==> config.mk <==
export PLATFORM = sky130hd
export DESIGN_NAME = bcd_display_driver
export DESIGN_NICKNAME = d
export VERILOG_FILES = /design/src/rtl/bcd_display_driver.sv
export SDC_FILE = /design/constraint.sdc
export NUM_CORES = 1
export LEC_CHECK = 0
export ABC_CLOCK_PERIOD_IN_PS = 1500
export BUFFER_PORTS_ARGS = -buffer_cell sky130_fd_sc_hd__buf_4
export CAP_MARGIN = 25
export CORE_MARGIN = 2
export CORE_UTILIZATION = 30
export DETAILED_ROUTE_END_ITERATION = 7
export GPL_ROUTABILITY_DRIVEN = 0
export HOLD_SLACK_MARGIN = 0.06
export PLACE_DENSITY = 0.47
export SLEW_MARGIN = 5
export SYNTH_ARGS = -nofsm -noshare
export SYNTH_HDL_FRONTEND = slang
export SYNTH_SLANG_ARGS = --single-unit
==> constraint.sdc <==
create_clock -name clk -period 1.5 [get_ports clk]
set_input_delay 0.15 -clock clk [delete_from_list [all_inputs] [get_ports clk]]
set_output_delay 0.15 -clock clk [all_outputs]
set_load 0.02 [all_outputs]
==> src/rtl/bcd_display_driver.sv <==
// Two-digit multiplexed 7-segment driver with a load-triggered flash sequence.
// All display outputs are registered; the counters and FSM reset asynchronously.
`timescale 1ns/1ps
module bcd_display_driver #(
    parameter int unsigned REFRESH_DIV = 16,
    parameter int unsigned BLINK_TICKS = 4096,
    parameter int unsigned FLASH_COUNT = 3
) (
    input  logic       clk,
    input  logic       rst_n,
    input  logic [7:0] bcd_in,
    input  logic       load,
    input  logic       blank_lz,
    output logic [6:0] seg,
    output logic [1:0] dig_en,
    output logic       busy
);

    localparam int unsigned RW = (REFRESH_DIV > 2) ? $clog2(REFRESH_DIV) : 1;
    localparam int unsigned PW = $clog2(BLINK_TICKS + 1);
    localparam int unsigned CW = $clog2(FLASH_COUNT + 1);

    localparam logic [RW-1:0] R_LAST    = RW'(REFRESH_DIV - 1);
    localparam logic [PW-1:0] P_LAST    = PW'(BLINK_TICKS - 1);
    localparam logic [CW-1:0] PAIR_LAST = CW'(FLASH_COUNT - 1);

    typedef enum logic [1:0] {
        IDLE       = 2'd0,
        FLASH_DARK = 2'd1,
        FLASH_LIT  = 2'd2
    } state_t;

    state_t        state_q, state_d;
    logic [RW-1:0] rcnt_q, rcnt_d;
    logic [PW-1:0] pcnt_q, pcnt_d;
    logic [CW-1:0] pair_q, pair_d;
    logic          sel_q, sel_d;
    logic [7:0]    value_q, value_d;
    logic [6:0]    seg_q, seg_d;
    logic [1:0]    dig_q, dig_d;
    logic          busy_q, busy_d;

    logic          r_wrap;
    logic          phase_end;
    logic [3:0]    digit;

    function automatic logic [6:0] decode(input logic [3:0] d);
        logic [6:0] s;
        case (d)
            4'd0:    s = 7'h3F;
            4'd1:    s = 7'h06;
            4'd2:    s = 7'h5B;
            4'd3:    s = 7'h4F;
            4'd4:    s = 7'h66;
            4'd5:    s = 7'h6D;
            4'd6:    s = 7'h7D;
            4'd7:    s = 7'h07;
            4'd8:    s = 7'h7F;
            4'd9:    s = 7'h6F;
            default: s = 7'h40;
        endcase
        return s;
    endfunction

    // Refresh and value path run independently of the flash FSM.
    always_comb begin
        r_wrap  = (rcnt_q == R_LAST);
        rcnt_d  = r_wrap ? '0 : rcnt_q + RW'(1);
        sel_d   = r_wrap ? ~sel_q : sel_q;
        value_d = load ? bcd_in : value_q;
    end

    always_comb begin
        state_d   = state_q;
        pcnt_d    = pcnt_q;
        pair_d    = pair_q;
        phase_end = (pcnt_q == P_LAST);

        case (state_q)
            IDLE: begin
                pcnt_d = '0;
                pair_d = '0;
            end
            FLASH_DARK: begin
                if (phase_end) begin
                    pcnt_d  = '0;
                    state_d = FLASH_LIT;
                end else begin
                    pcnt_d = pcnt_q + PW'(1);
                end
            end
            FLASH_LIT: begin
                if (phase_end) begin
                    pcnt_d = '0;
                    if (pair_q == PAIR_LAST) begin
                        pair_d  = '0;
                        state_d = IDLE;
                    end else begin
                        pair_d  = pair_q + CW'(1);
                        state_d = FLASH_DARK;
                    end
                end else begin
                    pcnt_d = pcnt_q + PW'(1);
                end
            end
            default: begin
                state_d = IDLE;
                pcnt_d  = '0;
                pair_d  = '0;
            end
        endcase

        // A load always (re)starts the sequence from the first dark phase.
        if (load) begin
            state_d = FLASH_DARK;
            pcnt_d  = '0;
            pair_d  = '0;
        end

        busy_d = (state_d != IDLE);
    end

    always_comb begin
        digit = sel_q ? value_q[7:4] : value_q[3:0];
        seg_d = decode(digit);
        dig_d = sel_q ? 2'b10 : 2'b01;
        if ((state_q == FLASH_DARK) ||
            (sel_q && blank_lz && (value_q[7:4] == 4'd0))) begin
            seg_d = '0;
            dig_d = '0;
        end
    end

    always_ff @(posedge clk or negedge rst_n) begin
        if (!rst_n) begin
            state_q <= IDLE;
            rcnt_q  <= '0;
            pcnt_q  <= '0;
            pair_q  <= '0;
            sel_q   <= 1'b0;
            value_q <= '0;
            seg_q   <= '0;
            dig_q   <= '0;
            busy_q  <= 1'b0;
        end else begin
            state_q <= state_d;
            rcnt_q  <= rcnt_d;
            pcnt_q  <= pcnt_d;
            pair_q  <= pair_d;
            sel_q   <= sel_d;
            value_q <= value_d;
            seg_q   <= seg_d;
            dig_q   <= dig_d;
            busy_q  <= busy_d;
        end
    end

    assign seg    = seg_q;
    assign dig_en = dig_q;
    assign busy   = busy_q;

endmodule

==> results.py <==
metrics = {
    "critical_path": {
        "path_class": "flip-flop to flip-flop",
        "reg2reg_depth": 6,
        "critPathCapture": "busy",
        "r2r-start": "state_q[1]",
        "r2r-end": "busy",
        "crit_path_start": "state_q[1]",
        "r2r_slack_ns": -0.20,
        "endpoint_kind": "flip-flop",
        "required_ns": 1.67,
        "critPathMaxFanout": 3,
        "startpoint_type": "flip-flop",
        "cp.arrival_ns": 1.88,
    },
    "clock_network": {
        "cts_buffers": 5,
        "clockBufferDepth": 2,
        "ctsRootBufferMaster": "clkbuf_8",
        "cts.sink_count": 40,
        "cts_max_level": 2,
        "clk_latency_ns": 0.28,
        "clkSlewWorstSetupHoldPaths_ns": 0.08,
        "tritoncts": "done",
    },
    "global_routing": {
        "use_met1_pct": 14.6,
        "grt_overflow": 0,
        "top_usage_layer": "met2",
        "grtUsageMet3_pct": 3.34,
        "grt_pass1_vias": 1572,
        "grt_max_degree": 41,
        "grt_use_met2_pct": 21.6,
        "grt_pass1_wl_um": 7140,
        "grt_usage_pct": 12.3,
        "antenna_found_initial": 0,
    },
    "routing": {
        "drt_iter0_drc": 45,
        "route.detailed.drc": 0,
        "num_vias": 1470,
        "first_pass_iters": 4,
        "ant_nets": 0,
        "finalWirelength_um": 4190,
        "wire_per_inst_um": 13.7,
        "drt-vias-per-instance": 4.82,
    },
    "run_status": {
        "violations": "setup timing",
        "status": "complete, but fails checks",
    },
    "timing": {
        "finalCritPeriodShare_pct": 114,
        "relSlewSlack_pct": 66.2,
        "setup_viol": 14,
        "hold_violations": 0,
        "fmax_ghz": 0.587,
        "maxSlewViolCount": 0,
        "timing.final.crit_period_ns": 1.70,
        "finClkSkew_ns": 0.00821,
        "rsz0062_at_grt": "yes",
        "finalWorstSetupSlack_ns": -0.204,
        "worst_pin_slew_ns": 0.507,
    },
    "logic_synthesis": {
        "yosysTopAreaCell": "dfrtp_1",
        "synth_top_cell_area_share_pct": 51.5,
        "yosysUniqueCellTypes": 37,
        "synth_commonest_cells": "dfrtp_1, nor2_1, ha_1",
        "postSynthCellCount": 171,
        "synth.area.top_cells": "dfrtp_1, ha_1, mux2_2, xor2_1, nor2_1",
        "synthesis.area_um2": 1940,
        "synth_edf_count": 0,
        "yosysMostFrequentCell": "dfrtp_1",
        "syn_area_per_cell_um2": 11.4,
        "synth-main-ff-cell": "dfrtp_1",
        "synth_warnings": 0,
        "synth-seq-cells": 40,
        "syn_nets": 193,
        "ys_seq_area_share_pct": 51.5,
        "async_flop_share_pct": 100,
    },
    "die": {
        "boundaryPins": 22,
        "fp.dieW_um": 84.5,
        "initial_core_util_pct": 30.8,
        "die_y_um": 84.5,
        "die_area_um2": 7140,
        "num_rows": 29,
        "core-area_um2": 6310,
    },
    "layout": {
        "drive_gt1_share_pct": 49.1,
        "antenna_cells": 0,
        "stdcell_area_um2": 2800,
        "fin_nets": 249,
        "area_delta_synth_final_pct": 43.9,
    },
    "place": {
        "placed_area_um2": 2400,
        "dp_hpwl_um": 3070,
        "io_buffer_count": 21,
        "dp_slack_ns": -0.204,
    },
    "run": {
        "maxCapViolations": 0,
    },
    "power": {
        "p_leak_nw": 1.24,
        "total_power_w": 0.00256,
        "ir_worst_vdd_uv": 532,
        "power.density_nw_per_um2": 914,
    },
    "worst_hold_path": {
        "hp-class": "input port to flip-flop",
    },
}
-- power by group --
part           switching, W  internal (W)
clock network      0.000360      0.000587
registers         0.0000374       0.00113
logic              0.000219      0.000222
-- final cells by class --
| type | instances | area [µm²] |
|---|---|---|
| Fill cell | 597 | 3520 |
| Multi-Input combinational cell | 117 | 1100 |
| Sequential cell | 40 | 1000 |
| Timing Repair Buffer | 54 | 432 |
| Clock buffer | 7 | 96.3 |
| Tap cell | 77 | 96.3 |
| Inverter | 9 | 33.8 |
| Clock inverter | 1 | 30.0 |
-- registers in the layout, indices dropped and copies added, names as in the netlist --
| name | flops |
|---|---|
| sel_q | 1 |
| rcnt_q | 4 |
| value_q | 8 |
| pcnt_q | 13 |
| seg | 7 |
| state_q | 2 |
| busy | 1 |
| dig_en | 2 |
| pair_q | 2 |
-- critical path, cell delays in order, from the launching register on --
cell and delay [ns]:
dfrtp_2 0.42, inv_2 0.08, ha_4 0.17, or3_4 0.40, a31oi_4 0.19, mux2i_2 0.11, or2_1 0.24
-- per-stage QoR --
step                      TNS [ns]  utilization, %  hold WS [ns]  cells
after floorplan            -0.0522               -        -0.146    171
after global placement      -0.423            38.1         0.151    292
after detailed placement    -0.806            38.1         0.164    292
after CTS                   -0.866            41.6        0.0704    304
after global routing         -2.18            44.3        0.0845    305
final                       -0.797            44.3        0.0786    305
-- worst min path at each step --
stage	from	to	slack [ns]	depth (start not counted)
after global placement	rst_n	pcnt_q[9]	0.15	1
after CTS	bcd_in[7]	value_q[7]	0.07	3
final	bcd_in[7]	value_q[7]	0.08	3
after detailed placement	rst_n	pcnt_q[11]	0.16	1
after floorplan	rst_n	busy	-0.15	0
after global routing	bcd_in[4]	value_q[4]	0.08	2
-- cell usage in the layout, fill, tap and decap left out, types with 4 or more instances in the layout --
| cell type | Yosys | routed |
|---|---|---|
| nor2_4 | 0 | 10 |
| inv_1 | 9 | 6 |
| dfrtp_1 | 40 | 37 |
| buf_4 | 1 | 50 |
| xor2_1 | 9 | 9 |
| ha_4 | 0 | 4 |
| mux2_2 | 9 | 8 |
| a21oi_1 | 6 | 4 |
| nand2_1 | 8 | 8 |
| nor2_1 | 16 | 4 |
| nand4_1 | 6 | 6 |
| nand3_1 | 5 | 5 |
| clkbuf_8 | 0 | 7 |
-- metal layers --
| layer | vias up | share of wire, % |
|---|---|---|
| li1 | 711 | - |
| met1 | 732 | 44 |
| met2 | 21 | 52 |
| met3 | 6 | 3.1 |
| met4 | 0 | 1.3 |
| met5 | - | 0 |
-- timing repair --
item                                   4_1_cts  5_1_grt
hold buffers                                 1        0
gates cloned                                 0        0
setup endpoints to repair                   22       24
pin swaps                                    9       24
setup buffers                                3        1
gates resized for setup                     19       40
endpoints found under the hold margin       40        0
-- logic make-up after synthesis --
family	synth area share (%)
AOI/OAI and AO/OA	8.75
adders and majority gates	6.44
muxes	7.27
buffers and inverters	3.02
and+or+nand+nor	17.6
DFF	51.5
xor gates and xnor gates	5.41
Note: power is estimated with default switching activity, not from simulation.
